### config.mk
export PLATFORM = sky130hd
export DESIGN_NAME = ula_mc
export DESIGN_NICKNAME = d
export VERILOG_FILES = /design/src/rtl/ula_pkg.sv /design/src/rtl/ula.sv /design/src/rtl/ula_iter_md.sv /design/src/rtl/ula_mc.sv
export SDC_FILE = /design/constraint.sdc
export NUM_CORES = 1
export LEC_CHECK = 0
export CAP_MARGIN = 10
export CORE_ASPECT_RATIO = 0.75
export CORE_MARGIN = 3
export CORE_UTILIZATION = 60
export DETAILED_ROUTE_END_ITERATION = 8
export GPL_TIMING_DRIVEN = 0
export PLACE_DENSITY = 0.92
export RECOVER_POWER = 25
export SLEW_MARGIN = 20
export SYNTH_ARGS = -nofsm -noshare
export SYNTH_HDL_FRONTEND = slang
export SYNTH_SLANG_ARGS = --single-unit
### constraint.sdc
create_clock -name clk -period 6.55 [get_ports clk]
set_input_delay 1.31 -clock clk [delete_from_list [all_inputs] [get_ports clk]]
set_output_delay 1.31 -clock clk [all_outputs]
set_load 0.02 [all_outputs]
### src/rtl/ula_pkg.sv
// Shared opcode, FSM state and iterative-unit mode encodings for the ULA.
package ula_pkg;

  typedef enum logic [3:0] {
    OP_ADD  = 4'd0,
    OP_SUB  = 4'd1,
    OP_MUL  = 4'd2,
    OP_DIV  = 4'd3,
    OP_AND  = 4'd4,
    OP_NAND = 4'd5,
    OP_OR   = 4'd6,
    OP_XOR  = 4'd7,
    OP_CMP  = 4'd8,
    OP_NOTA = 4'd9,
    OP_NOTB = 4'd10
  } op_e;

  typedef enum logic [1:0] {
    S_IDLE,
    S_MUL,
    S_DIV,
    S_DONE
  } state_e;

  typedef enum logic {
    MD_MUL,
    MD_DIV
  } md_mode_e;

endpackage

### src/rtl/ula.sv
// Combinational single-cycle ALU; MUL/DIV produce 0 here except divide-by-zero.
module ula
  import ula_pkg::*;
#(
  parameter int WIDTH = 8
) (
  input  logic [WIDTH-1:0] a,
  input  logic [WIDTH-1:0] b,
  input  logic [3:0]       op,
  output logic [WIDTH-1:0] res,
  output logic             carry,
  output logic             dbz
);

  logic [WIDTH:0] sum;

  assign sum = {1'b0, a} + {1'b0, b};

  always_comb begin
    res   = '0;
    carry = 1'b0;
    dbz   = 1'b0;
    case (op)
      OP_ADD: begin
        res   = sum[WIDTH-1:0];
        carry = sum[WIDTH];
      end
      OP_SUB: begin
        res   = a - b;
        carry = (a < b);
      end
      OP_DIV: begin
        if (b == '0) begin
          res = '1;
          dbz = 1'b1;
        end
      end
      OP_AND:  res = a & b;
      OP_NAND: res = ~(a & b);
      OP_OR:   res = a | b;
      OP_XOR:  res = a ^ b;
      OP_CMP: begin
        if (a > b)      res = WIDTH'(1);
        else if (a < b) res = '1;
      end
      OP_NOTA: res = ~a;
      OP_NOTB: res = ~b;
      default: res = '0;
    endcase
  end

endmodule

### src/rtl/ula_iter_md.sv
// Iterative shift-add multiplier / restoring divider, one bit per clock.
module ula_iter_md
  import ula_pkg::*;
#(
  parameter int WIDTH = 8
) (
  input  logic             clk,
  input  logic             rst,
  input  logic             start,
  input  md_mode_e         mode,
  input  logic [WIDTH-1:0] a,
  input  logic [WIDTH-1:0] b,
  output logic             finished,
  output logic [WIDTH-1:0] result,
  output logic             high_nz
);

  localparam int CW = $clog2(WIDTH) + 1;

  logic [WIDTH-1:0] acc, sr, opr, acc_n, sr_n, addend;
  logic [WIDTH:0]   sum, sh, diff;
  logic [CW-1:0]    cnt;
  logic             run;
  md_mode_e         md;

  // acc holds the product high half (MUL) or the partial remainder (DIV);
  // sr holds the multiplier/product low half or the dividend/quotient.
  always_comb begin
    addend = sr[0] ? opr : '0;
    sum    = {1'b0, acc} + {1'b0, addend};
    sh     = {acc, sr[WIDTH-1]};
    diff   = sh - {1'b0, opr};
    acc_n  = acc;
    sr_n   = sr;
    if (md == MD_MUL) begin
      acc_n = sum[WIDTH:1];
      sr_n  = {sum[0], sr[WIDTH-1:1]};
    end else if (!diff[WIDTH]) begin
      acc_n = diff[WIDTH-1:0];
      sr_n  = {sr[WIDTH-2:0], 1'b1};
    end else begin
      acc_n = sh[WIDTH-1:0];
      sr_n  = {sr[WIDTH-2:0], 1'b0};
    end
  end

  // Result reflects the step being taken this cycle, so the caller can
  // capture it on the same edge as the final iteration.
  assign finished = run && (cnt == CW'(1));
  assign result   = sr_n;
  assign high_nz  = (md == MD_MUL) && (acc_n != '0);

  always_ff @(posedge clk or posedge rst) begin
    if (rst) begin
      acc <= '0;
      sr  <= '0;
      opr <= '0;
      cnt <= '0;
      run <= 1'b0;
      md  <= MD_MUL;
    end else if (start) begin
      acc <= '0;
      sr  <= (mode == MD_DIV) ? a : b;
      opr <= (mode == MD_DIV) ? b : a;
      cnt <= CW'(WIDTH);
      run <= 1'b1;
      md  <= mode;
    end else if (run) begin
      acc <= acc_n;
      sr  <= sr_n;
      cnt <= cnt - CW'(1);
      if (cnt == CW'(1)) run <= 1'b0;
    end
  end

endmodule

### src/rtl/ula_mc.sv
// Multi-cycle ALU: single-cycle ops via ula, MUL/DIV via ula_iter_md.
module ula_mc
  import ula_pkg::*;
#(
  parameter int WIDTH = 8
) (
  input  logic             clk,
  input  logic             rst,
  input  logic             start,
  input  logic [WIDTH-1:0] A,
  input  logic [WIDTH-1:0] B,
  input  logic [3:0]       ALU_Sel,
  output logic             busy,
  output logic             done,
  output logic [WIDTH-1:0] ALU_Out,
  output logic             CarryOut,
  output logic             Zero,
  output logic             DivByZero
);

  state_e           state, state_n;
  logic             accept, iterative, md_fin, md_hi, alu_c, alu_dbz;
  logic [WIDTH-1:0] md_res, alu_res;
  md_mode_e         md_mode;

  assign accept    = start && (state == S_IDLE);
  assign iterative = (ALU_Sel == OP_MUL) || ((ALU_Sel == OP_DIV) && (B != '0));
  assign md_mode   = (ALU_Sel == OP_DIV) ? MD_DIV : MD_MUL;
  assign busy      = (state != S_IDLE);
  assign done      = (state == S_DONE);

  ula #(.WIDTH(WIDTH)) u_ula (
    .a     (A),
    .b     (B),
    .op    (ALU_Sel),
    .res   (alu_res),
    .carry (alu_c),
    .dbz   (alu_dbz)
  );

  ula_iter_md #(.WIDTH(WIDTH)) u_md (
    .clk      (clk),
    .rst      (rst),
    .start    (accept && iterative),
    .mode     (md_mode),
    .a        (A),
    .b        (B),
    .finished (md_fin),
    .result   (md_res),
    .high_nz  (md_hi)
  );

  always_comb begin
    state_n = state;
    case (state)
      S_IDLE: begin
        if (accept) begin
          if (ALU_Sel == OP_MUL) state_n = S_MUL;
          else if (iterative)    state_n = S_DIV;
          else                   state_n = S_DONE;
        end
      end
      S_MUL, S_DIV: if (md_fin) state_n = S_DONE;
      S_DONE:       state_n = S_IDLE;
      default:      state_n = S_IDLE;
    endcase
  end

  always_ff @(posedge clk or posedge rst) begin
    if (rst) begin
      state     <= S_IDLE;
      ALU_Out   <= '0;
      CarryOut  <= 1'b0;
      Zero      <= 1'b0;
      DivByZero <= 1'b0;
    end else begin
      state <= state_n;
      if (accept && !iterative) begin
        ALU_Out   <= alu_res;
        CarryOut  <= alu_c;
        Zero      <= (alu_res == '0);
        DivByZero <= alu_dbz;
      end else if (md_fin) begin
        ALU_Out   <= md_res;
        CarryOut  <= md_hi;
        Zero      <= (md_res == '0);
        DivByZero <= 1'b0;
      end
    end
  end

endmodule

==> impl_metrics.toml <==
[pwr]
peakVddDrop_mv = 0.254
p_total_mw = 2.14
leakagePower_nw = 2.20
powerDensity_nw_per_um2 = 422

[routing]
wl_mm = 14.1
vias_per_cell = 6.54
routed-via-count = 4599
antenna_left = 0
first_pass_iters = 7
wire_per_inst_um = 20.0
drtIter0Drc = 637
drc = 0

[clock_network]
htreeDepth = 2
cts_made_buffers = 5
cts-root-buf = "clkbuf_8"
clkLatencyLatePin_ns = 0.30
cts_tree = "built"
cts_sinks = 43
postCtsHoldBufs = 0
cts_buffer_depth = 2
postCtsResizedCells = 0
clkTransAtPathRegs_ns = 0.09
cts_setup_buffers = 0

[synthesis]
syn_area_um2 = 4490
async_reset_ff_share_pct = 100
synth-edff-count = 0
syn-num-nets = 635
yosysTopAreaCell = "dfrtp_1"
synth_ff_type = "dfrtp_1"
synthCells = 563
ys_warn_count = 0
synth.distinct_cells = 57
ys_seq_elements = 43
yosysSeqAreaShare_pct = 24.0
synth_area_per_cell_um2 = 7.97
netlist.area_leader.share_pct = 24.0
synthTopCellsByArea = "dfrtp_1 24%, ha_1 13%, mux2i_1 7.1%, a21oi_1 5.6%, nor2_1 5.5%"

[finish]
final_cell_area_um2 = 5080
layout_common_cells = "66 x nor2_1, 50 x a21oi_1, 45 x ha_1"
fin_util_pct = 72.2
fillCellCount = 541
seqCellArea_um2 = 1080
num_antenna_cells = 0
finalNetCount = 676
layout-drive-gt1-share_pct = 5.62
final_common_cell = "nor2_1"
multi_input_area_um2 = 3100
area_delta_synth_final_pct = 13.1

[die]
die_area_um2 = 8560
rows = 26
die_y_um = 80.9
initial_core_util_pct = 63.9
coreArea_um2 = 7030
die-width_um = 106
ioPinCount = 36

[timing]
maxSlewHeadroom_pct = 6.20
slew_violations = 0
tns_ns = 0
finClkSkew_ns = 0.00464
max_freq_mhz = 232
min_period_over_period_pct = 65.9
rsz0062_at_grt = "false"
setup_slack_ns = 2.23
finalHoldViolCount = 0
worst_pin_slew_ns = 1.41
min_period_ns = 4.32
setup_viol = 0

[place]
io_buffers = 33
dp_hpwl_mm = 10.8
dp_slack_ns = 2.13
gp_congestion = 0.945
dpl_cell_area_um2 = 4970

[run_status]
status = "completed"

[critical_path]
end_kind = "flip-flop"
start_kind = "input port"
worst_ep_arrival_time_ns = 4.54
required_ns = 6.78
worstSetupPathType = "input port to flip-flop"
cp_max_fo = 8

[global_route]
grt_pass1_vias = 4428
grt_max_degree = 26
overflow = 0
antenna_found_initial = 0
grt_pass1_wl_mm = 22.7
grt.total_usage_pct = 33.6

[worst_hold_path]
hold_path.class = "flip-flop to flip-flop"

[flow_run]
cap_viol_max_count = 0
-- cell type report --
type | instances | share of cell area, %
Clock buffer | 6 | 1.43
Clock inverter | 2 | 1.18
Sequential cell | 43 | 21.2
Inverter | 44 | 3.25
Multi-Input combinational cell | 444 | 61.0
Buffer | 32 | 2.93
Tap cell | 98 | 2.42
Timing Repair Buffer | 34 | 6.58
-- Yosys cell counts (all sizes together), types with 3 or more instances --
library cell / number
nor2: 66
a21oi: 52
ha: 45
inv: 44
dfrtp: 43
nand2: 33
mux2i: 32
o21ai: 27
nand2b: 18
buf: 16
clkbuf: 16
nor3: 13
o22ai: 13
o211ai: 11
xnor2: 11
a211oi: 10
and2: 9
xor2: 8
o21a: 7
a21o: 6
nand3: 6
nor2b: 6
o221ai: 6
and3: 5
o31ai: 5
or4: 5
a31oi: 4
fa: 4
mux2: 4
nor4: 4
a22oi: 3
a32o: 3
or2: 3
-- flip-flops by register name (all words and copies together), names as in the netlist --
signal     flops
ALU_Out        8
CarryOut       1
DivByZero      1
Zero           1
state          2
u_md.acc       8
u_md.cnt       4
u_md.md        1
u_md.opr       8
u_md.run       1
u_md.sr        8
-- worst max-delay path, cell delays in order --
cell and delay (ns):
clkdlybuf4s50_1 0.59, inv_1 0.10, ha_1 0.29, fa_1 0.45
o21bai_1 0.16, a21oi_1 0.13, nor2_1 0.23, o31ai_2 0.21
a211oi_1 0.58, and2_1 0.23, nand4_1 0.11, o22ai_1 0.15
-- power breakdown --
group	internal (mW)	switching, mW
sequential	0.385	0.114
clock	0.152	0.0964
combinational	0.606	0.787
-- kinds of logic after synthesis --
group	after synthesis	share of synthesized area [%]
mux	36	8.14
simple gates	175	18.7
xor+xnor	19	3.71
fa+ha+maj	49	14.3
compound gates	165	24.1
buf+inv	76	7.00
flops	43	24.0
-- through the flow --
step | instances | hold WS, ns
floorplan | 563 | 0.493
global placement | 694 | 0.491
detailed placement | 695 | 0.528
CTS | 703 | 0.551
global route | 703 | 0.585
finish | 703 | 0.532
-- per-layer routing --
| layer | global-route usage, % | vias to the layer above | share of wire, % |
|---|---|---|---|
| li1 | - | 2098 | - |
| met1 | 45.6 | 2144 | 41 |
| met2 | 53.3 | 312 | 43 |
| met3 | 9.29 | 45 | 13 |
| met4 | 8.93 | 0 | 2.6 |
| met5 | 0 | - | 0 |
-- final timing paths --
check / endpoint / from / cells past startpoint / slack, ns
min reg2reg: DivByZero / DivByZero / 2 / 0.53
min in group asynchronous: ALU_Out[4] / rst / 2 / 1.55
max: Zero / A[0] / 12 / 2.23
min: DivByZero / DivByZero / 2 / 0.53
max reg2reg: CarryOut / u_md.sr[7] / 13 / 3.07
max in group asynchronous: u_md.opr[4] / rst / 3 / 3.27
Power figures use the tool's default switching activity.
